`src/rtl/relay_bank_seq_if.sv`:
```
// Bus-side view of the relay sequencer: one-cycle data-phase strobe, address
// decode, direction and the two 32-bit data paths.
interface relay_bank_seq_if;
  logic        valid_pci;
  logic        rd_wr;
  logic        relay_bank_sel;
  logic [31:0] ad_to_tuvv;
  logic [31:0] ad_from_tuvv;

  modport master (
    output valid_pci,
    output rd_wr,
    output relay_bank_sel,
    output ad_to_tuvv,
    input  ad_from_tuvv
  );

  modport slave (
    input  valid_pci,
    input  rd_wr,
    input  relay_bank_sel,
    input  ad_to_tuvv,
    output ad_from_tuvv
  );
endinterface

```
`src/rtl/relay_bank_seq.sv`:
```
// Break-before-make relay coil sequencer with a one-deep pending command,
// sticky overrun flag and zero-latency status readback.
module relay_bank_seq #(
  parameter int N_CH       = 8,
  parameter int BREAK_CYC  = 3300,
  parameter int SETTLE_CYC = 165000,
  parameter int CNT_W      = 18
) (
  input  logic              clk,
  input  logic              rst_,
  relay_bank_seq_if.slave   bus,
  output logic [N_CH-1:0]   relay,
  output logic              relay_busy
);

  // ST_BREAK holds the opened contacts for the remainder of the break time
  typedef enum logic [2:0] {
    ST_IDLE   = 3'd0,
    ST_OPEN   = 3'd1,
    ST_BREAK  = 3'd2,
    ST_CLOSE  = 3'd3,
    ST_SETTLE = 3'd4,
    ST_DONE   = 3'd5
  } state_t;

  localparam logic [1:0] OP_LOAD = 2'b00;
  localparam logic [1:0] OP_SET  = 2'b01;
  localparam logic [1:0] OP_CLR  = 2'b10;
  localparam logic [1:0] OP_KILL = 2'b11;

  localparam logic [CNT_W-1:0] BREAK_LOAD  = CNT_W'(BREAK_CYC - 1);
  localparam logic [CNT_W-1:0] SETTLE_LOAD = CNT_W'(SETTLE_CYC);
  localparam logic [CNT_W-1:0] CNT_ONE     = CNT_W'(1);
  localparam logic [N_CH-1:0]  CH_ZERO     = {N_CH{1'b0}};

  state_t            state_r, state_nxt_s;
  logic [CNT_W-1:0]  cnt_r, cnt_nxt_s;
  logic [N_CH-1:0]   relay_r, relay_nxt_s;
  logic [N_CH-1:0]   tgt_r, tgt_nxt_s;
  logic [N_CH-1:0]   pend_r, pend_nxt_s;
  logic              pend_v_r, pend_v_nxt_s;
  logic              overrun_r, overrun_nxt_s;
  logic              busy_r, busy_nxt_s;

  logic              wr_s, rd_s;
  logic [1:0]        op_s;
  logic [N_CH-1:0]   mask_s, base_s, cmd_s;
  logic [23:0]       relay_ext_s;
  logic [31:0]       rdata_s;

  assign wr_s   = bus.valid_pci & bus.relay_bank_sel & bus.rd_wr;
  assign rd_s   = bus.valid_pci & bus.relay_bank_sel & ~bus.rd_wr;
  assign op_s   = bus.ad_to_tuvv[31:30];
  assign mask_s = bus.ad_to_tuvv[N_CH-1:0];

  // New target: the command applied to the most recent intended state
  always_comb begin
    if (pend_v_r) begin
      base_s = pend_r;
    end else if (state_r != ST_IDLE) begin
      base_s = tgt_r;
    end else begin
      base_s = relay_r;
    end
    case (op_s)
      OP_LOAD: cmd_s = mask_s;
      OP_SET:  cmd_s = base_s | mask_s;
      OP_CLR:  cmd_s = base_s & ~mask_s;
      default: cmd_s = base_s;
    endcase
  end

  // Sequencer next state; bus writes are applied last so KILL overrides everything
  always_comb begin
    state_nxt_s   = state_r;
    cnt_nxt_s     = cnt_r;
    relay_nxt_s   = relay_r;
    tgt_nxt_s     = tgt_r;
    pend_nxt_s    = pend_r;
    pend_v_nxt_s  = pend_v_r;
    overrun_nxt_s = overrun_r;

    case (state_r)
      ST_IDLE: begin
        // A command parked in pending during DONE is picked up here
        if (pend_v_r) begin
          tgt_nxt_s    = pend_r;
          pend_v_nxt_s = 1'b0;
          state_nxt_s  = ST_OPEN;
        end else begin
          state_nxt_s  = ST_IDLE;
        end
      end
      ST_OPEN: begin
        relay_nxt_s = relay_r & tgt_r;
        if (((relay_r & ~tgt_r) == CH_ZERO) || (BREAK_LOAD == CNT_W'(0))) begin
          cnt_nxt_s   = CNT_W'(0);
          state_nxt_s = ST_CLOSE;
        end else begin
          cnt_nxt_s   = BREAK_LOAD;
          state_nxt_s = ST_BREAK;
        end
      end
      ST_BREAK: begin
        cnt_nxt_s = cnt_r - CNT_ONE;
        if (cnt_r <= CNT_ONE) begin
          state_nxt_s = ST_CLOSE;
        end else begin
          state_nxt_s = ST_BREAK;
        end
      end
      ST_CLOSE: begin
        relay_nxt_s = tgt_r;
        if (tgt_r == relay_r) begin
          cnt_nxt_s   = CNT_W'(0);
          state_nxt_s = ST_DONE;
        end else begin
          cnt_nxt_s   = SETTLE_LOAD;
          state_nxt_s = ST_SETTLE;
        end
      end
      ST_SETTLE: begin
        cnt_nxt_s = cnt_r - CNT_ONE;
        if (cnt_r <= CNT_ONE) begin
          state_nxt_s = ST_DONE;
        end else begin
          state_nxt_s = ST_SETTLE;
        end
      end
      ST_DONE: begin
        if (pend_v_r) begin
          tgt_nxt_s    = pend_r;
          pend_v_nxt_s = 1'b0;
          state_nxt_s  = ST_OPEN;
        end else begin
          state_nxt_s  = ST_IDLE;
        end
      end
      default: begin
        relay_nxt_s  = CH_ZERO;
        cnt_nxt_s    = CNT_W'(0);
        pend_v_nxt_s = 1'b0;
        state_nxt_s  = ST_IDLE;
      end
    endcase

    if (rd_s) begin
      overrun_nxt_s = 1'b0;
    end else begin
      overrun_nxt_s = overrun_nxt_s;
    end

    if (wr_s) begin
      if (op_s == OP_KILL) begin
        relay_nxt_s  = CH_ZERO;
        cnt_nxt_s    = CNT_W'(0);
        pend_v_nxt_s = 1'b0;
        state_nxt_s  = ST_IDLE;
      end else if (state_r == ST_IDLE) begin
        tgt_nxt_s    = cmd_s;
        state_nxt_s  = ST_OPEN;
      end else begin
        pend_nxt_s   = cmd_s;
        pend_v_nxt_s = 1'b1;
        if (pend_v_r) begin
          overrun_nxt_s = 1'b1;
        end else begin
          overrun_nxt_s = overrun_nxt_s;
        end
      end
    end else begin
      tgt_nxt_s = tgt_nxt_s;
    end

    busy_nxt_s = (state_nxt_s != ST_IDLE) | pend_v_nxt_s;
  end

  // State and output registers
  always_ff @(posedge clk or negedge rst_) begin
    if (!rst_) begin
      state_r   <= ST_IDLE;
      cnt_r     <= CNT_W'(0);
      relay_r   <= CH_ZERO;
      tgt_r     <= CH_ZERO;
      pend_r    <= CH_ZERO;
      pend_v_r  <= 1'b0;
      overrun_r <= 1'b0;
      busy_r    <= 1'b0;
    end else begin
      state_r   <= state_nxt_s;
      cnt_r     <= cnt_nxt_s;
      relay_r   <= relay_nxt_s;
      tgt_r     <= tgt_nxt_s;
      pend_r    <= pend_nxt_s;
      pend_v_r  <= pend_v_nxt_s;
      overrun_r <= overrun_nxt_s;
      busy_r    <= busy_nxt_s;
    end
  end

  // Status readback; the bus is driven to zero unless this block is read
  always_comb begin
    relay_ext_s            = 24'd0;
    relay_ext_s[N_CH-1:0]  = relay_r;
    if (rd_s) begin
      rdata_s = {busy_r, pend_v_r, overrun_r, 5'd0, relay_ext_s};
    end else begin
      rdata_s = 32'd0;
    end
  end

  assign bus.ad_from_tuvv = rdata_s;
  assign relay            = relay_r;
  assign relay_busy       = busy_r;

endmodule

```
`src/flat_wrapper.sv`:
```
// flat-port wrapper written by rule: the top's interface ports become plain ports
module relay_bank_seq_flat 
#(
  parameter int N_CH       = 8,
  parameter int BREAK_CYC  = 3300,
  parameter int SETTLE_CYC = 165000,
  parameter int CNT_W      = 18
)
  (clk, rst_, relay, relay_busy, bus_valid_pci, bus_rd_wr, bus_relay_bank_sel, bus_ad_to_tuvv, bus_ad_from_tuvv);
  relay_bank_seq_if bus_i ();
  input  logic clk;
  input  logic rst_;
  output logic [N_CH-1:0] relay;
  output logic relay_busy;
  input wire logic [$bits(bus_i.valid_pci)-1:0] bus_valid_pci;
  input wire logic [$bits(bus_i.rd_wr)-1:0] bus_rd_wr;
  input wire logic [$bits(bus_i.relay_bank_sel)-1:0] bus_relay_bank_sel;
  input wire logic [$bits(bus_i.ad_to_tuvv)-1:0] bus_ad_to_tuvv;
  output wire logic [$bits(bus_i.ad_from_tuvv)-1:0] bus_ad_from_tuvv;
  assign bus_i.valid_pci = bus_valid_pci;
  assign bus_i.rd_wr = bus_rd_wr;
  assign bus_i.relay_bank_sel = bus_relay_bank_sel;
  assign bus_i.ad_to_tuvv = bus_ad_to_tuvv;
  assign bus_ad_from_tuvv = bus_i.ad_from_tuvv;
  relay_bank_seq #(.N_CH(N_CH), .BREAK_CYC(BREAK_CYC), .SETTLE_CYC(SETTLE_CYC), .CNT_W(CNT_W)) u_core (.clk(clk), .rst_(rst_), .bus(bus_i), .relay(relay), .relay_busy(relay_busy));
endmodule
```
`config.mk`:
```
export PLATFORM = sky130hd
export DESIGN_NAME = relay_bank_seq_flat
export DESIGN_NICKNAME = d
export VERILOG_FILES = /design/src/rtl/relay_bank_seq_if.sv /design/src/rtl/relay_bank_seq.sv /design/src/flat_wrapper.sv
export SDC_FILE = /design/constraint.sdc
export NUM_CORES = 1
export LEC_CHECK = 0
export CAP_MARGIN = 5
export CORE_ASPECT_RATIO = 1.1
export CORE_MARGIN = 3
export CORE_UTILIZATION = 55
export DETAILED_ROUTE_END_ITERATION = 8
export PLACE_DENSITY_LB_ADDON = 0.12
export SYNTH_ARGS = -nofsm -noshare
export SYNTH_HDL_FRONTEND = slang
export SYNTH_SLANG_ARGS = --single-unit
```
`constraint.sdc`:
```
create_clock -name clk -period 3 [get_ports clk]
set_input_delay 0.6 -clock clk [delete_from_list [all_inputs] [get_ports clk]]
set_output_delay 0.6 -clock clk [all_outputs]
set_load 0.01 [all_outputs]
```
==> impl_metrics.tcl <==
set metrics [dict create \
    drc 0 \
    grt_pass1_wl_um 13700 \
    synth.most_common_cell "dfrtp_1" \
    hp-class "primary input to asynchronous set/reset pin" \
    cap_violations 0 \
    die-area_um2 7200 \
    p_leak_nw 1.65 \
    powerDensity_nw_per_um2 984 \
    finalHoldViolations 0 \
    io_pins 78 \
    layout-drive-gt1-share_pct 10.5 \
    fin_skew_ps 7.41 \
    numClockSinks 48 \
    vias_per_cell 5.93 \
    r2r-start "u_core.state_r[2]$_DFF_PN0_" \
    r2r_cells 5 \
    layout_setup_ws_ps 236 \
    grt_usage_pct 23.8 \
    overflow 0 \
    ys_seq_elements 48 \
    synth_top_area_share_pct 35.1 \
    ys_types 55 \
    ys_async_sr_fraction_pct 100 \
    clk_transition_reported_paths_ps 90 \
    fin_crit_sh_pct 92.1 \
    placedInstanceArea_um2 3790 \
    rsz0062_at_grt "false" \
    grt_pass1_vias 2935 \
    setup_viol 0 \
    max_clock_freq_mhz 362 \
    synth-edff-count 0 \
    r2r_slack_ps 720 \
    htree_num_levels 2 \
    drt_iter0_drc 122 \
    cts_tree "built" \
    syn-instance-count 385 \
    wl_per_cell_um 15.8 \
    via_count 2941 \
    drtAntennaViolNets 0 \
    clk_latency_ps 300 \
    netlist_top_cells_area "dfrtp_1, ha_1, mux2i_1" \
    postLayoutCellArea_um2 3880 \
    firstDrtPassIters 4 \
    relSlewSlack_pct 35.9 \
    num-nets-final 473 \
    synth_top_area_cell "dfrtp_1" \
    fp.dieW_um 81.2 \
    antenna_found_initial 0 \
    ys.flop_type "dfrtp_1" \
    instances_no_fill 496 \
    ctsLongestPathBuffers 2 \
    endpoint_kind "output pin" \
    coreArea_um2 5880 \
    cp_max_fo 6 \
    cts.repair.resized 0 \
    layout_min_cycle_time_ps 2760 \
    fin_setup_tns_ps 0 \
    ir_drop_mv 0.533 \
    status "complete, no violations" \
    post-place-ws_ps 224 \
    numCtsBuffers 5 \
    routed_wl_um 7850 \
    dp_hpwl_um 5650 \
    routabilityCongestion 0.794 \
    crit_arrival_ps 2160 \
    netlist_area_um2 3420 \
    report.final.slew_viol_count 0 \
    grt_max_degree 26 \
    synthTopCellsByCount "dfrtp_1, nor2_1, a21oi_1, buf_4, a31oi_1" \
    dp.cells 488 \
    post-route-util_pct 66.0 \
    startpoint_type "primary input" \
    seq_area_frac_synth_pct 35.1 \
    initial_core_util_pct 58.2 \
    fp-row-count 29 \
    synth-warning-count 0 \
    worstSetupPathType "primary input to output pin" \
    cts_root_buffer "clkbuf_8" \
    area_growth_pct 13.5 \
    r2r_end "u_core.cnt_r[0]$_DFF_PN0_" \
    diodes 0 \
    io_buffers 34 \
    die_y_um 88.7 \
    tightest_slew_ps 954 \
    synth_area_per_cell_um2 8.88 \
    required_ps 2400 \
    postCtsSetupRepairBufs 0 \
    holdBufCountCts 0 \
]
## sequential cells by signal, indices dropped and copies added, names as in the netlist
register,count
u_core.cnt_r,18
u_core.state_r,3
u_core.relay_busy,1
u_core.overrun_r,1
u_core.tgt_r,8
u_core.pend_v_r,1
u_core.relay,8
u_core.pend_r,8
## per-stage QoR
| stage | hold WS, ps | total power [mW] |
|---|---|---|
| finish | 280 | 3.82 |
| global route | 322 | 4.18 |
| CTS | 295 | 3.82 |
| detailed placement | 512 | 3.41 |
| global placement | 514 | 3.35 |
| floorplan | 304 | 2.84 |
## cells by family after synthesis
logic type / synth area share (%)
AOI/OAI and AO/OA: 18.8
xor gates and xnor gates: 0.769
adders and majority gates: 6.59
buffers and inverters: 9.04
DFF: 35.1
muxes: 7.61
other: 0.110
and+or+nand+nor: 22.0
## worst max-delay path, stage by stage
cell             delay, ps
clkdlybuf4s50_1        490
nand2_1                 90
nor2_1                 140
buf_4                  180
and2_1                 130
clkdlybuf4s50_1        530
## routing by layer
layer | track usage [%] | wire length (um) | vias up | share of wire (%)
li1 | - | - | 1427 | -
met1 | 29.9 | 3470 | 1409 | 44
met2 | 42.1 | 3930 | 95 | 50
met3 | 3.36 | 344 | 10 | 4.4
met4 | 7.53 | 102 | 0 | 1.3
met5 | 0 | 0 | - | 0
## power breakdown
group	internal, mW	switching [mW]	total (mW)
Combinational	0.981	1.17	2.16
Clock	0.188	0.213	0.401
Sequential	0.920	0.341	1.26
Total	2.09	1.73	3.82
## cell type report
cell class / count / area (um^2)
Inverter: 15 / 56.3
Fill cell: 522 / 2000
Timing Repair Buffer: 48 / 453
Tap cell: 77 / 96.3
Clock buffer: 8 / 90.1
Multi-Input combinational cell: 300 / 1980
Sequential cell: 48 / 1200
## worst max path at each step
stage	to	depth (start not counted)	startpoint	slack, ps
6_report	bus_ad_from_tuvv[3]	6	bus_valid_pci	240
5_1_grt	bus_ad_from_tuvv[3]	6	bus_valid_pci	180
4_1_cts	bus_ad_from_tuvv[3]	6	bus_valid_pci	220
3_5_place_dp	bus_ad_from_tuvv[3]	6	bus_valid_pci	220
3_3_place_gp	bus_ad_from_tuvv[2]	6	bus_valid_pci	260
2_1_floorplan	u_core.cnt_r[12]$_DFF_PN0_	6	u_core.cnt_r[0]$_DFF_PN0_	1230
## cells in the final DEF, fill, tap and decap left out, types with 10 or more instances in the layout
cell type	instances
dfrtp_1	48
nor2_1	44
clkdlybuf4s50_1	33
a21oi_1	26
a31oi_1	21
conb_1	21
nand2_1	20
ha_1	18
mux2i_1	17
inv_1	14
nor3_1	14
buf_4	13
and2_1	11
o21ai_0	10
No activity file was read; power rests on OpenSTA's default activity.
